## config.mk

```make
export PLATFORM = sky130hd
export DESIGN_NAME = white_balance
export DESIGN_NICKNAME = d
export VERILOG_FILES = /design/src/rtl/wb_pkg.sv /design/src/rtl/wb_gain_mul.sv /design/src/rtl/white_balance.sv
export SDC_FILE = /design/constraint.sdc
export NUM_CORES = 1
export LEC_CHECK = 0
export CAP_MARGIN = 20
export CORE_MARGIN = 8
export CORE_UTILIZATION = 29
export DETAILED_ROUTE_END_ITERATION = 16
export PLACE_DENSITY_LB_ADDON = 0.05
export SLEW_MARGIN = 20
export SYNTH_ARGS = -nofsm -noshare
export SYNTH_HDL_FRONTEND = slang
export SYNTH_SLANG_ARGS = --single-unit
```

## constraint.sdc

```tcl
create_clock -name clk -period 14.4 [get_ports clk]
set_clock_uncertainty 0.2 [all_clocks]
set_input_delay 2.88 -clock clk [delete_from_list [all_inputs] [get_ports clk]]
set_output_delay 2.88 -clock clk [all_outputs]
set_load 0.02 [all_outputs]
```

## src/rtl/wb_pkg.sv

```systemverilog
// Shared types and constants for the white-balance gain stage.
package wb_pkg;

  localparam int unsigned DATA_W = 8;
  localparam int unsigned GAIN_W = 16;
  localparam int unsigned FRAC_W = 12;
  localparam int unsigned PROD_W = DATA_W + GAIN_W;

  typedef enum logic [1:0] {
    COL_R  = 2'b00,
    COL_G  = 2'b01,
    COL_B  = 2'b10,
    COL_GB = 2'b11
  } color_e;

  // Gains are U4.12, so this is 1.0.
  localparam logic [GAIN_W-1:0] UNITY_GAIN = 16'h1000;

endpackage

```

## src/rtl/wb_gain_mul.sv

```systemverilog
// Combinational gain arithmetic: 8x16 multiply, plus round/truncate and 8-bit saturation.
// The multiply and the scale/saturate halves are exposed separately so the caller can
// register the product between them.
// Build option: define WB_ROUND_EN for round-to-nearest; default is truncation.
module wb_gain_mul
  import wb_pkg::*;
(
  input  logic [DATA_W-1:0] value_i,
  input  logic [GAIN_W-1:0] gain_i,
  output logic [PROD_W-1:0] prod_o,
  input  logic [PROD_W-1:0] prod_i,
  output logic [DATA_W-1:0] value_o
);

  // 13-bit scaled result; cannot overflow even with the rounding adder.
  logic [PROD_W-FRAC_W:0] res;

  // Full-precision unsigned product.
  always_comb begin
    prod_o = PROD_W'(value_i) * PROD_W'(gain_i);
  end

`ifdef WB_ROUND_EN
  logic [PROD_W:0] sum;

  // Round to nearest: add half an LSB before dropping the fraction.
  always_comb begin
    sum = {1'b0, prod_i} + (PROD_W + 1)'(1 << (FRAC_W - 1));
    res = sum[PROD_W:FRAC_W];
  end
`else
  logic unused_frac;

  // Truncate: drop the fraction bits outright.
  always_comb begin
    res         = {1'b0, prod_i[PROD_W-1:FRAC_W]};
    unused_frac = ^prod_i[FRAC_W-1:0];
  end
`endif

  // Clamp anything above 255 to full scale.
  always_comb begin
    value_o = (|res[PROD_W-FRAC_W:DATA_W]) ? {DATA_W{1'b1}} : res[DATA_W-1:0];
  end

endmodule

```

## src/rtl/white_balance.sv

```systemverilog
// Per-pixel white-balance gain stage: gain registers with same-cycle bypass, colour-based
// gain select, and a two-stage pipeline (product, then scaled/saturated output).
// Build option: WB_ROUND_EN selects rounding in wb_gain_mul.
// Note: rst_n is an active-high asynchronous reset despite its name.
module white_balance
  import wb_pkg::*;
(
  input  logic              clk,
  input  logic              rst_n,
  input  logic              valid_value_i,
  input  logic              valid_gain_i,
  input  logic [1:0]        color_i,
  input  logic [DATA_W-1:0] value_i,
  input  logic [GAIN_W-1:0] K_R,
  input  logic [GAIN_W-1:0] K_G,
  input  logic [GAIN_W-1:0] K_B,
  output logic              valid_o,
  output logic [1:0]        color_o,
  output logic [DATA_W-1:0] value_o
);

  logic [GAIN_W-1:0] g_r_q, g_g_q, g_b_q;
  logic [GAIN_W-1:0] g_r, g_g, g_b, gain_sel;
  logic [PROD_W-1:0] prod_d, prod_q;
  logic [1:0]        col1_q;
  logic              vld1_q;
  logic [DATA_W-1:0] res_d;

  // Gain registers; reset to unity, reloaded whenever valid_gain_i is high.
  always_ff @(posedge clk or posedge rst_n) begin
    if (rst_n) begin
      g_r_q <= UNITY_GAIN;
      g_g_q <= UNITY_GAIN;
      g_b_q <= UNITY_GAIN;
    end else if (valid_gain_i) begin
      g_r_q <= K_R;
      g_g_q <= K_G;
      g_b_q <= K_B;
    end
  end

  // A pixel arriving with a gain load uses the new gains, not the stale registers.
  always_comb begin
    g_r      = valid_gain_i ? K_R : g_r_q;
    g_g      = valid_gain_i ? K_G : g_g_q;
    g_b      = valid_gain_i ? K_B : g_b_q;
    gain_sel = g_g;
    unique case (color_e'(color_i))
      COL_R:         gain_sel = g_r;
      COL_G, COL_GB: gain_sel = g_g;
      COL_B:         gain_sel = g_b;
    endcase
  end

  wb_gain_mul u_mul (
    .value_i (value_i),
    .gain_i  (gain_sel),
    .prod_o  (prod_d),
    .prod_i  (prod_q),
    .value_o (res_d)
  );

  // Stage 1: capture the product; data holds across idle cycles.
  always_ff @(posedge clk or posedge rst_n) begin
    if (rst_n) begin
      vld1_q <= 1'b0;
      col1_q <= 2'b00;
      prod_q <= '0;
    end else begin
      vld1_q <= valid_value_i;
      if (valid_value_i) begin
        col1_q <= color_i;
        prod_q <= prod_d;
      end
    end
  end

  // Stage 2: register the scaled, saturated result and its tag.
  always_ff @(posedge clk or posedge rst_n) begin
    if (rst_n) begin
      valid_o <= 1'b0;
      color_o <= 2'b00;
      value_o <= '0;
    end else begin
      valid_o <= vld1_q;
      if (vld1_q) begin
        color_o <= col1_q;
        value_o <= res_d;
      end
    end
  end

endmodule

```

==> impl_metrics.prom, run 1 <==
# TYPE chip_impl_metric gauge
chip_impl_info{name="dominant_register_cell_in_the_synthesized_netlist",value="sky130_fd_sc_hd__dfrtp_1"} 1
chip_impl_metric{name="drt_pass1_iterations",unit=""} 6
chip_impl_metric{name="yosysWarningCount",unit=""} 0
chip_impl_metric{name="post_route_fraction_of_the_period_consumed_by_the_critical_path",unit="%"} 62.3
chip_impl_metric{name="pin_count_of_the_biggest_net_entering_global_routing",unit=""} 75
chip_impl_metric{name="viasPerCell",unit=""} 4.71
chip_impl_metric{name="antenna_found_initial",unit=""} 0
chip_impl_metric{name="syn-instance-count",unit=""} 682
chip_impl_metric{name="fin_ws",unit="ns"} 5.43
chip_impl_metric{name="slew-limit-headroom",unit="%"} 28.3
chip_impl_metric{name="timing.max_cap.violations",unit=""} 0
chip_impl_metric{name="max_clock_freq",unit="GHz"} 0.112
chip_impl_metric{name="dieHeight",unit="µm"} 172
chip_impl_metric{name="power.switching_fraction",unit="%"} 46.7
chip_impl_info{name="cp-end-kind",value="register"} 1
chip_impl_metric{name="routed_wirelength",unit="µm"} 18500
chip_impl_metric{name="cellLeakagePower",unit="µW"} 0.00386
chip_impl_metric{name="worstPathRequired",unit="ns"} 14.40
chip_impl_metric{name="hpwl_after_detailed_placement",unit="µm"} 15000
chip_impl_metric{name="gr-total-overflow",unit=""} 0
chip_impl_info{name="synth_most_common_cell",value="sky130_fd_sc_hd__and2_1"} 1
chip_impl_metric{name="drt.antenna.violating_nets",unit=""} 0
chip_impl_metric{name="fillerInstances",unit=""} 2451
chip_impl_metric{name="slew_viol_final",unit=""} 0
chip_impl_metric{name="postCtsSetupRepairBufs",unit=""} 0
chip_impl_metric{name="yosys_register_bits",unit=""} 74
chip_impl_metric{name="start_util",unit="%"} 29.3
chip_impl_metric{name="worst_ep_arrival_time",unit="ns"} 8.97
chip_impl_metric{name="syn_to_final_growth",unit="%"} 19.5
chip_impl_metric{name="clk-insertion-delay-late",unit="ns"} 0.33
chip_impl_info{name="synth_top_cell_by_area",value="sky130_fd_sc_hd__dfrtp_1"} 1
chip_impl_info{name="crit_slowest_cell",value="sky130_fd_sc_hd__o21ai_0"} 1
chip_impl_metric{name="diodes",unit=""} 0
chip_impl_metric{name="power_density",unit="nW/µm²"} 171
chip_impl_metric{name="synth_enable_flop_cells",unit=""} 0
chip_impl_metric{name="first_global_vias",unit=""} 5678
chip_impl_metric{name="vias",unit=""} 5094
chip_impl_metric{name="setup-violations-final",unit=""} 0
chip_impl_metric{name="multi_input_comb_area",unit="µm²"} 4820
chip_impl_metric{name="syn-cell-area",unit="µm²"} 7090
chip_impl_info{name="path_common_cell",value="sky130_fd_sc_hd__fa_1"} 1
chip_impl_metric{name="floorplan.rows",unit=""} 57
chip_impl_info{name="grt_setup_unrepaired",value="no"} 1
chip_impl_metric{name="number_of_input_and_output_port_buffers_inserted",unit=""} 72
chip_impl_metric{name="i_o_pin_count",unit=""} 73
chip_impl_info{name="worst_setup_path_start_kind",value="input port"} 1
chip_impl_metric{name="dp_cells",unit=""} 1065
chip_impl_metric{name="layout.area.seq",unit="µm²"} 1860
chip_impl_metric{name="finalNetCount",unit=""} 938
chip_impl_metric{name="p_clk_share",unit="%"} 14.3
chip_impl_metric{name="irDropWorstVdd",unit="mV"} 0.0623
chip_impl_info{name="critical_path_class",value="input port to register"} 1
chip_impl_metric{name="number_of_library_cell_types_mapped_by_synthesis",unit=""} 54
chip_impl_metric{name="final.setup.tns",unit="ns"} 0
chip_impl_metric{name="netlist.area_leader.share",unit="%"} 25.1
chip_impl_metric{name="post_cts_resized",unit=""} 0
chip_impl_metric{name="dieWidth",unit="µm"} 172
chip_impl_info{name="timing.hold.worst.class",value="register to register"} 1
chip_impl_metric{name="place_worst_setup_slack",unit="ns"} 5.09
chip_impl_metric{name="synthArstFlopShare",unit="%"} 100
chip_impl_metric{name="cts_made_buffers",unit=""} 9
chip_impl_metric{name="power.combinational.fraction",unit="%"} 66.6
chip_impl_metric{name="cts-hold-fix-buffers",unit=""} 0
chip_impl_metric{name="cts_max_level",unit=""} 3
chip_impl_info{name="cp_cell_sequence",value="buf_2, buf_4, mux4_2, o21ai_0, nand2b_1, fa_1, fa_1, inv_1, fa_1, inv_1, fa_1, inv_1, ha_1, a21oi_1, o21ai_0, a221o_1, o211a_1, o41ai_1, o22ai_1"} 1
chip_impl_metric{name="critical_path_peak_fanout",unit=""} 52
chip_impl_metric{name="post-route-min-period",unit="ns"} 8.97
chip_impl_metric{name="gp_routability_congestion",unit=""} 0.807
chip_impl_metric{name="p_int",unit="µW"} 775
chip_impl_metric{name="p_sw",unit="µW"} 677
chip_impl_metric{name="synth.avg_cell_area",unit="µm²"} 10.4
chip_impl_metric{name="power.share.sequential",unit="%"} 19.1
chip_impl_info{name="synth_area_leaders",value="sky130_fd_sc_hd__dfrtp_1, sky130_fd_sc_hd__fa_1, sky130_fd_sc_hd__and2_1, sky130_fd_sc_hd__mux2_2, sky130_fd_sc_hd__ha_1"} 1
chip_impl_info{name="ys_top_cells_by_count",value="sky130_fd_sc_hd__and2_1, sky130_fd_sc_hd__fa_1, sky130_fd_sc_hd__inv_1, sky130_fd_sc_hd__dfrtp_1, sky130_fd_sc_hd__nand2_1"} 1
chip_impl_metric{name="synth_sequential_area_ratio",unit="%"} 26.2
chip_impl_metric{name="cts.path.max_buffers",unit=""} 2
chip_impl_metric{name="clkTransAtPathRegs",unit="ns"} 0.06
chip_impl_metric{name="track_usage",unit="%"} 13.3
chip_impl_metric{name="grt_first_pass_wirelength",unit="µm"} 30800
chip_impl_metric{name="fp.dieArea",unit="µm²"} 29700
chip_impl_metric{name="ratio_of_cells_with_drive_above_1_in_the_final_layout",unit="%"} 11.8
chip_impl_metric{name="clock-sinks",unit=""} 74
chip_impl_metric{name="hold_violations",unit=""} 0
chip_impl_metric{name="core_area",unit="µm²"} 24200
chip_impl_info{name="status",value="complete, no violations"} 1
chip_impl_metric{name="critPathMaxStageDelay",unit="ns"} 0.74
chip_impl_metric{name="drt_drc_violations_left",unit=""} 0
chip_impl_metric{name="avgRoutedWirePerCell",unit="µm"} 17.1
chip_impl_metric{name="worst_pin_slew",unit="ns"} 1.06
chip_impl_info{name="cts.root.buffer_cell",value="sky130_fd_sc_hd__clkbuf_16"} 1
chip_impl_metric{name="finish.cell_count_without_fillers",unit=""} 1081
chip_impl_info{name="tritoncts",value="built"} 1
chip_impl_metric{name="detail_route.iter0.violations",unit=""} 220
chip_impl_metric{name="postSynthNetCount",unit=""} 868
==> worst max-delay path, delay by kind of cell <==
family	cells	cell delay (ns)
AO/OA/AOI/OAI	7	2.22
adder cells (fa/ha/maj)	5	2.22
buffers and inverters	5	0.76
multiplexers	1	0.63
AND/OR/NAND/NOR	1	0.23
==> flip-flops by register name, indices dropped and copies added, names as in the netlist <==
register  count
col1_q        2
color_o       2
g_b_q        16
g_g_q        16
g_r_q        16
prod_q       12
valid_o       1
value_o       8
vld1_q        1
==> cell usage in the layout (no fill, tap or decap), types with 16 or more instances in the layout <==
| master | instances |
|---|---|
| sky130_fd_sc_hd__inv_1 | 80 |
| sky130_fd_sc_hd__ha_1 | 41 |
| sky130_fd_sc_hd__mux2_2 | 51 |
| sky130_fd_sc_hd__fa_1 | 83 |
| sky130_fd_sc_hd__nand2_1 | 53 |
| sky130_fd_sc_hd__and2_1 | 96 |
| sky130_fd_sc_hd__clkdlybuf4s50_1 | 71 |
| sky130_fd_sc_hd__dfrtp_1 | 71 |
| sky130_fd_sc_hd__mux2i_1 | 16 |
| sky130_fd_sc_hd__o21ai_0 | 19 |
==> power groups by stage <==
stage / clock network, µW / logic (µW) / registers [µW]
2_1_floorplan: 0 / 696 / 283
3_3_place_gp: 0 / 976 / 281
3_5_place_dp: 0 / 978 / 281
4_1_cts: 215 / 985 / 278
5_1_grt: 225 / 1100 / 283
6_report: 207 / 967 / 277
==> worst paths after layout <==
path / start / depth (start not counted) / slack (ns) / to
max: valid_gain_i / 19 / 5.43 / prod_q[21]
min: prod_q[22] / 2 / 0.29 / prod_q[22]
max reg2reg: g_b_q[1] / 17 / 8.38 / prod_q[21]
min reg2reg: prod_q[22] / 2 / 0.29 / prod_q[22]
max in group asynchronous: rst_n / 3 / 10.42 / g_g_q[7]
min in group asynchronous: rst_n / 3 / 2.97 / g_b_q[14]
==> cell families (layout without fill, tap and decap cells) <==
| family | after synthesis | in the layout | share of synthesized area [%] |
|---|---|---|---|
| XOR/XNOR | 1 | 1 | 0.124 |
| AO/OA/AOI/OAI | 99 | 99 | 9.86 |
| buffers and inverters | 106 | 181 | 5.82 |
| adder cells (fa/ha/maj) | 124 | 124 | 30.7 |
| multiplexers | 69 | 69 | 11.0 |
| AND/OR/NAND/NOR | 209 | 209 | 16.4 |
| flip-flops | 74 | 74 | 26.2 |
==> through the flow <==
stage | power [µW] | util (%) | cell area, µm² | hold slack (ns)
floorplan | 979 | - | 7090 | 0.172
global placement | 1260 | 33.9 | 8190 | 0.277
detailed placement | 1260 | 33.9 | 8190 | 0.274
CTS | 1480 | 35.0 | 8470 | 0.290
global route | 1600 | 35.0 | 8470 | 0.305
finish | 1450 | 35.0 | 8470 | 0.293
==> layer usage <==
| metal | share of wire, % | track usage [%] | vias to the layer above |
|---|---|---|---|
| li1 | - | - | 2413 |
| met1 | 45 | 17.0 | 2611 |
| met2 | 52 | 23.7 | 59 |
| met3 | 2.6 | 1.99 | 11 |
| met4 | 0.97 | 2.21 | 0 |
| met5 | 0 | 0 | - |
==> final cells by class <==
cell class              count  share of cell area (%)
repair buffers             84                    9.51
multi-input cells         502                    56.9
clock inverters             6                   0.487
inverters                  81                    3.59
well taps                 324                    4.78
clock buffers              10                    2.82
flip-flops and latches     74                    21.9
Power figures use the tool's default switching activity.
==> inputs of run 2 (changes only) <==
==> constraint.sdc (replaced) <==
create_clock -name clk -period 8 [get_ports clk]
set_clock_uncertainty 0.2 [all_clocks]
set_input_delay 1.6 -clock clk [delete_from_list [all_inputs] [get_ports clk]]
set_output_delay 1.6 -clock clk [all_outputs]
set_load 0.02 [all_outputs]
==> run 2 against run 1 <==
Sequential cell count is the same; routed wire length grew 0.69%; register-to-register slack lost 6.2 ns; via count grew 0.31%; first-iteration DRC count grew 29%; cell count grew 0.37%; largest cell class unchanged; global-route usage is essentially flat; worst hold slack lost 0.0026 ns.
==> impl_metrics.prom, run 2 (same netlist as run 1, synthesis figures left out) <==
# TYPE chip_impl_metric gauge
chip_impl_info{name="status",value="complete, no violations"} 1
chip_impl_metric{name="drt_drc_violations_left",unit=""} 0
chip_impl_metric{name="slew_viol_final",unit=""} 0
chip_impl_info{name="cts.root.buffer_cell",value="sky130_fd_sc_hd__clkbuf_16"} 1
chip_impl_metric{name="hold_violations",unit=""} 0
chip_impl_metric{name="routed_wirelength",unit="µm"} 18600
chip_impl_metric{name="i_o_pin_count",unit=""} 73
chip_impl_metric{name="detail_route.iter0.violations",unit=""} 283
chip_impl_info{name="critical_path.endpoint",value="prod_q[23]"} 1
chip_impl_metric{name="viasPerCell",unit=""} 4.71
chip_impl_metric{name="first_global_vias",unit=""} 5755
chip_impl_metric{name="drt_pass1_iterations",unit=""} 4
chip_impl_info{name="timing.hold.worst.class",value="register to register"} 1
chip_impl_metric{name="number_of_input_and_output_port_buffers_inserted",unit=""} 72
chip_impl_metric{name="track_usage",unit="%"} 13.3
chip_impl_metric{name="antenna_found_initial",unit=""} 0
chip_impl_metric{name="dieWidth",unit="µm"} 172
chip_impl_info{name="worst_setup_path_start_kind",value="input port"} 1
chip_impl_metric{name="syn_to_final_growth",unit="%"} 20.8
chip_impl_info{name="cpLargestDelayFamily",value="adder cells"} 1
chip_impl_metric{name="critPathMaxStageDelay",unit="ns"} 0.75
chip_impl_metric{name="cts_made_buffers",unit=""} 9
chip_impl_metric{name="power_density",unit="nW/µm²"} 314
chip_impl_metric{name="timing.max_cap.violations",unit=""} 0
chip_impl_metric{name="vias",unit=""} 5110
chip_impl_metric{name="power.total",unit="µW"} 2690
chip_impl_metric{name="post-route-min-period",unit="ns"} 7.41
chip_impl_metric{name="clk-insertion-delay-late",unit="ns"} 0.33
chip_impl_metric{name="cts_max_level",unit=""} 3
chip_impl_metric{name="max_clock_freq",unit="GHz"} 0.135
chip_impl_info{name="critical_path_class",value="input port to register"} 1
chip_impl_metric{name="setup-violations-final",unit=""} 0
chip_impl_metric{name="worstPathRequired",unit="ns"} 8.04
chip_impl_info{name="timing.rr.start",value="g_r_q[0]"} 1
chip_impl_metric{name="core_area",unit="µm²"} 24200
chip_impl_metric{name="fp.dieArea",unit="µm²"} 29700
chip_impl_info{name="top_registers",value="g_b_q (16), g_g_q (16), g_r_q (16)"} 1
chip_impl_metric{name="postCtsSetupRepairBufs",unit=""} 0
chip_impl_info{name="layout_common_cells",value="sky130_fd_sc_hd__and2_1, sky130_fd_sc_hd__fa_1, sky130_fd_sc_hd__inv_1"} 1
chip_impl_info{name="cp-end-kind",value="register"} 1
chip_impl_metric{name="finalNetCount",unit=""} 944
chip_impl_metric{name="irDropWorstVdd",unit="mV"} 0.128
chip_impl_info{name="path_common_cell",value="sky130_fd_sc_hd__fa_1"} 1
chip_impl_metric{name="reg2reg_slack",unit="ns"} 2.17
chip_impl_metric{name="gp_routability_congestion",unit=""} 0.782
chip_impl_metric{name="ratio_of_cells_with_drive_above_1_in_the_final_layout",unit="%"} 12.2
chip_impl_info{name="cp_cell_sequence",value="clkdlybuf4s50_1, buf_4, mux2i_1, o21ai_1, nand2_1, fa_1, fa_1, inv_1, fa_1, inv_1, fa_1, inv_1, ha_1, a21oi_1, o21ai_0, a21o_1, a221o_1, o2111a_1, nor3_1"} 1
chip_impl_metric{name="dieHeight",unit="µm"} 172
chip_impl_metric{name="avgRoutedWirePerCell",unit="µm"} 17.1
chip_impl_metric{name="hpwl_after_detailed_placement",unit="µm"} 15200
chip_impl_metric{name="slew-limit-headroom",unit="%"} 36.4
chip_impl_metric{name="placement_stage_cell_area",unit="µm²"} 8240
chip_impl_info{name="tritoncts",value="built"} 1
chip_impl_metric{name="floorplan.rows",unit=""} 57
chip_impl_metric{name="drt.antenna.violating_nets",unit=""} 0
chip_impl_metric{name="critical_path.n_buffers_inverters",unit=""} 5
chip_impl_metric{name="timing.reg2reg.worst_path_depth",unit=""} 17
chip_impl_metric{name="cts.path.max_buffers",unit=""} 2
chip_impl_info{name="reg2reg_to",value="prod_q[20]"} 1
chip_impl_metric{name="gr-total-overflow",unit=""} 0
chip_impl_info{name="crit_slowest_cell",value="sky130_fd_sc_hd__clkdlybuf4s50_1"} 1
chip_impl_metric{name="worst_pin_slew",unit="ns"} 0.954
chip_impl_metric{name="post_route_fraction_of_the_period_consumed_by_the_critical_path",unit="%"} 92.6
chip_impl_info{name="setup.worst_path.start",value="color_i[1]"} 1
chip_impl_metric{name="post-route-cell-area",unit="µm²"} 8570
chip_impl_info{name="final_common_cell",value="sky130_fd_sc_hd__and2_1"} 1
chip_impl_metric{name="clkTransAtPathRegs",unit="ns"} 0.05
chip_impl_metric{name="critical_path_depth",unit=""} 19
chip_impl_metric{name="final.setup.tns",unit="ns"} 0
chip_impl_metric{name="pin_count_of_the_biggest_net_entering_global_routing",unit=""} 75
chip_impl_metric{name="grt_first_pass_wirelength",unit="µm"} 31000
chip_impl_metric{name="diodes",unit=""} 0
chip_impl_metric{name="worst_ep_arrival_time",unit="ns"} 7.45
chip_impl_metric{name="clock-sinks",unit=""} 74
chip_impl_metric{name="cts-hold-fix-buffers",unit=""} 0
chip_impl_metric{name="critical_path_peak_fanout",unit=""} 10
chip_impl_metric{name="post_cts_resized",unit=""} 0
chip_impl_metric{name="start_util",unit="%"} 29.3
chip_impl_metric{name="cellLeakagePower",unit="µW"} 0.00392
chip_impl_info{name="grt_setup_unrepaired",value="no"} 1
-- run 2: where the power goes --
part | switching [µW] | internal [µW] | total, µW
registers | 42.8 | 454 | 497
logic | 1010 | 726 | 1740
clock network | 153 | 302 | 455
-- run 2: final cells by class --
| cell class | count | area (µm²) |
|---|---|---|
| Sequential cell | 74 | 1860 |
| Fill cell | 2449 | 15600 |
| Tap cell | 324 | 405 |
| Clock buffer | 9 | 225 |
| Inverter | 81 | 304 |
| Clock inverter | 5 | 104 |
| Timing Repair Buffer | 90 | 851 |
| Multi-Input combinational cell | 502 | 4820 |
-- run 2: worst register-to-register path, delay by kind of cell, from the launching register on --
kind / cells / cell delay (ns)
AO/OA/AOI/OAI: 4 / 0.92
AND/OR/NAND/NOR: 3 / 0.82
buffers and inverters: 3 / 0.15
flip-flops: 1 / 0.38
adder cells (fa/ha/maj): 5 / 2.26
multiplexers: 2 / 1.05
-- run 2: stage by stage --
step	setup WS, ns	utilization [%]	std cells	hold slack, ns
after floorplan	0.970	-	682	0.172
after global placement	0.239	34.1	1071	0.280
after detailed placement	0.210	34.1	1071	0.279
after CTS	0.531	35.4	1085	0.292
after global routing	0.131	35.4	1085	0.314
final	0.592	35.4	1085	0.291
-- run 2: worst min path at each step --
| stage | cells past startpoint | end | slack [ns] | startpoint |
|---|---|---|---|---|
| 2_1_floorplan | 0 | valid_o | 0.17 | vld1_q |
| 3_3_place_gp | 1 | g_r_q[8] | 0.28 | g_r_q[8] |
| 3_5_place_dp | 2 | prod_q[22] | 0.28 | prod_q[22] |
| 5_1_grt | 1 | g_g_q[2] | 0.31 | g_g_q[2] |
| 6_report | 2 | prod_q[22] | 0.29 | prod_q[22] |
| 4_1_cts | 2 | prod_q[22] | 0.29 | prod_q[22] |
-- run 2: metal layers --
metal | routed length, µm | global-route usage [%] | vias to the layer above
li1 | - | - | 2423
met1 | 8410 | 17.1 | 2592
met2 | 9470 | 23.4 | 77
met3 | 544 | 2.31 | 18
met4 | 181 | 2.32 | 0
met5 | 0 | 0 | -
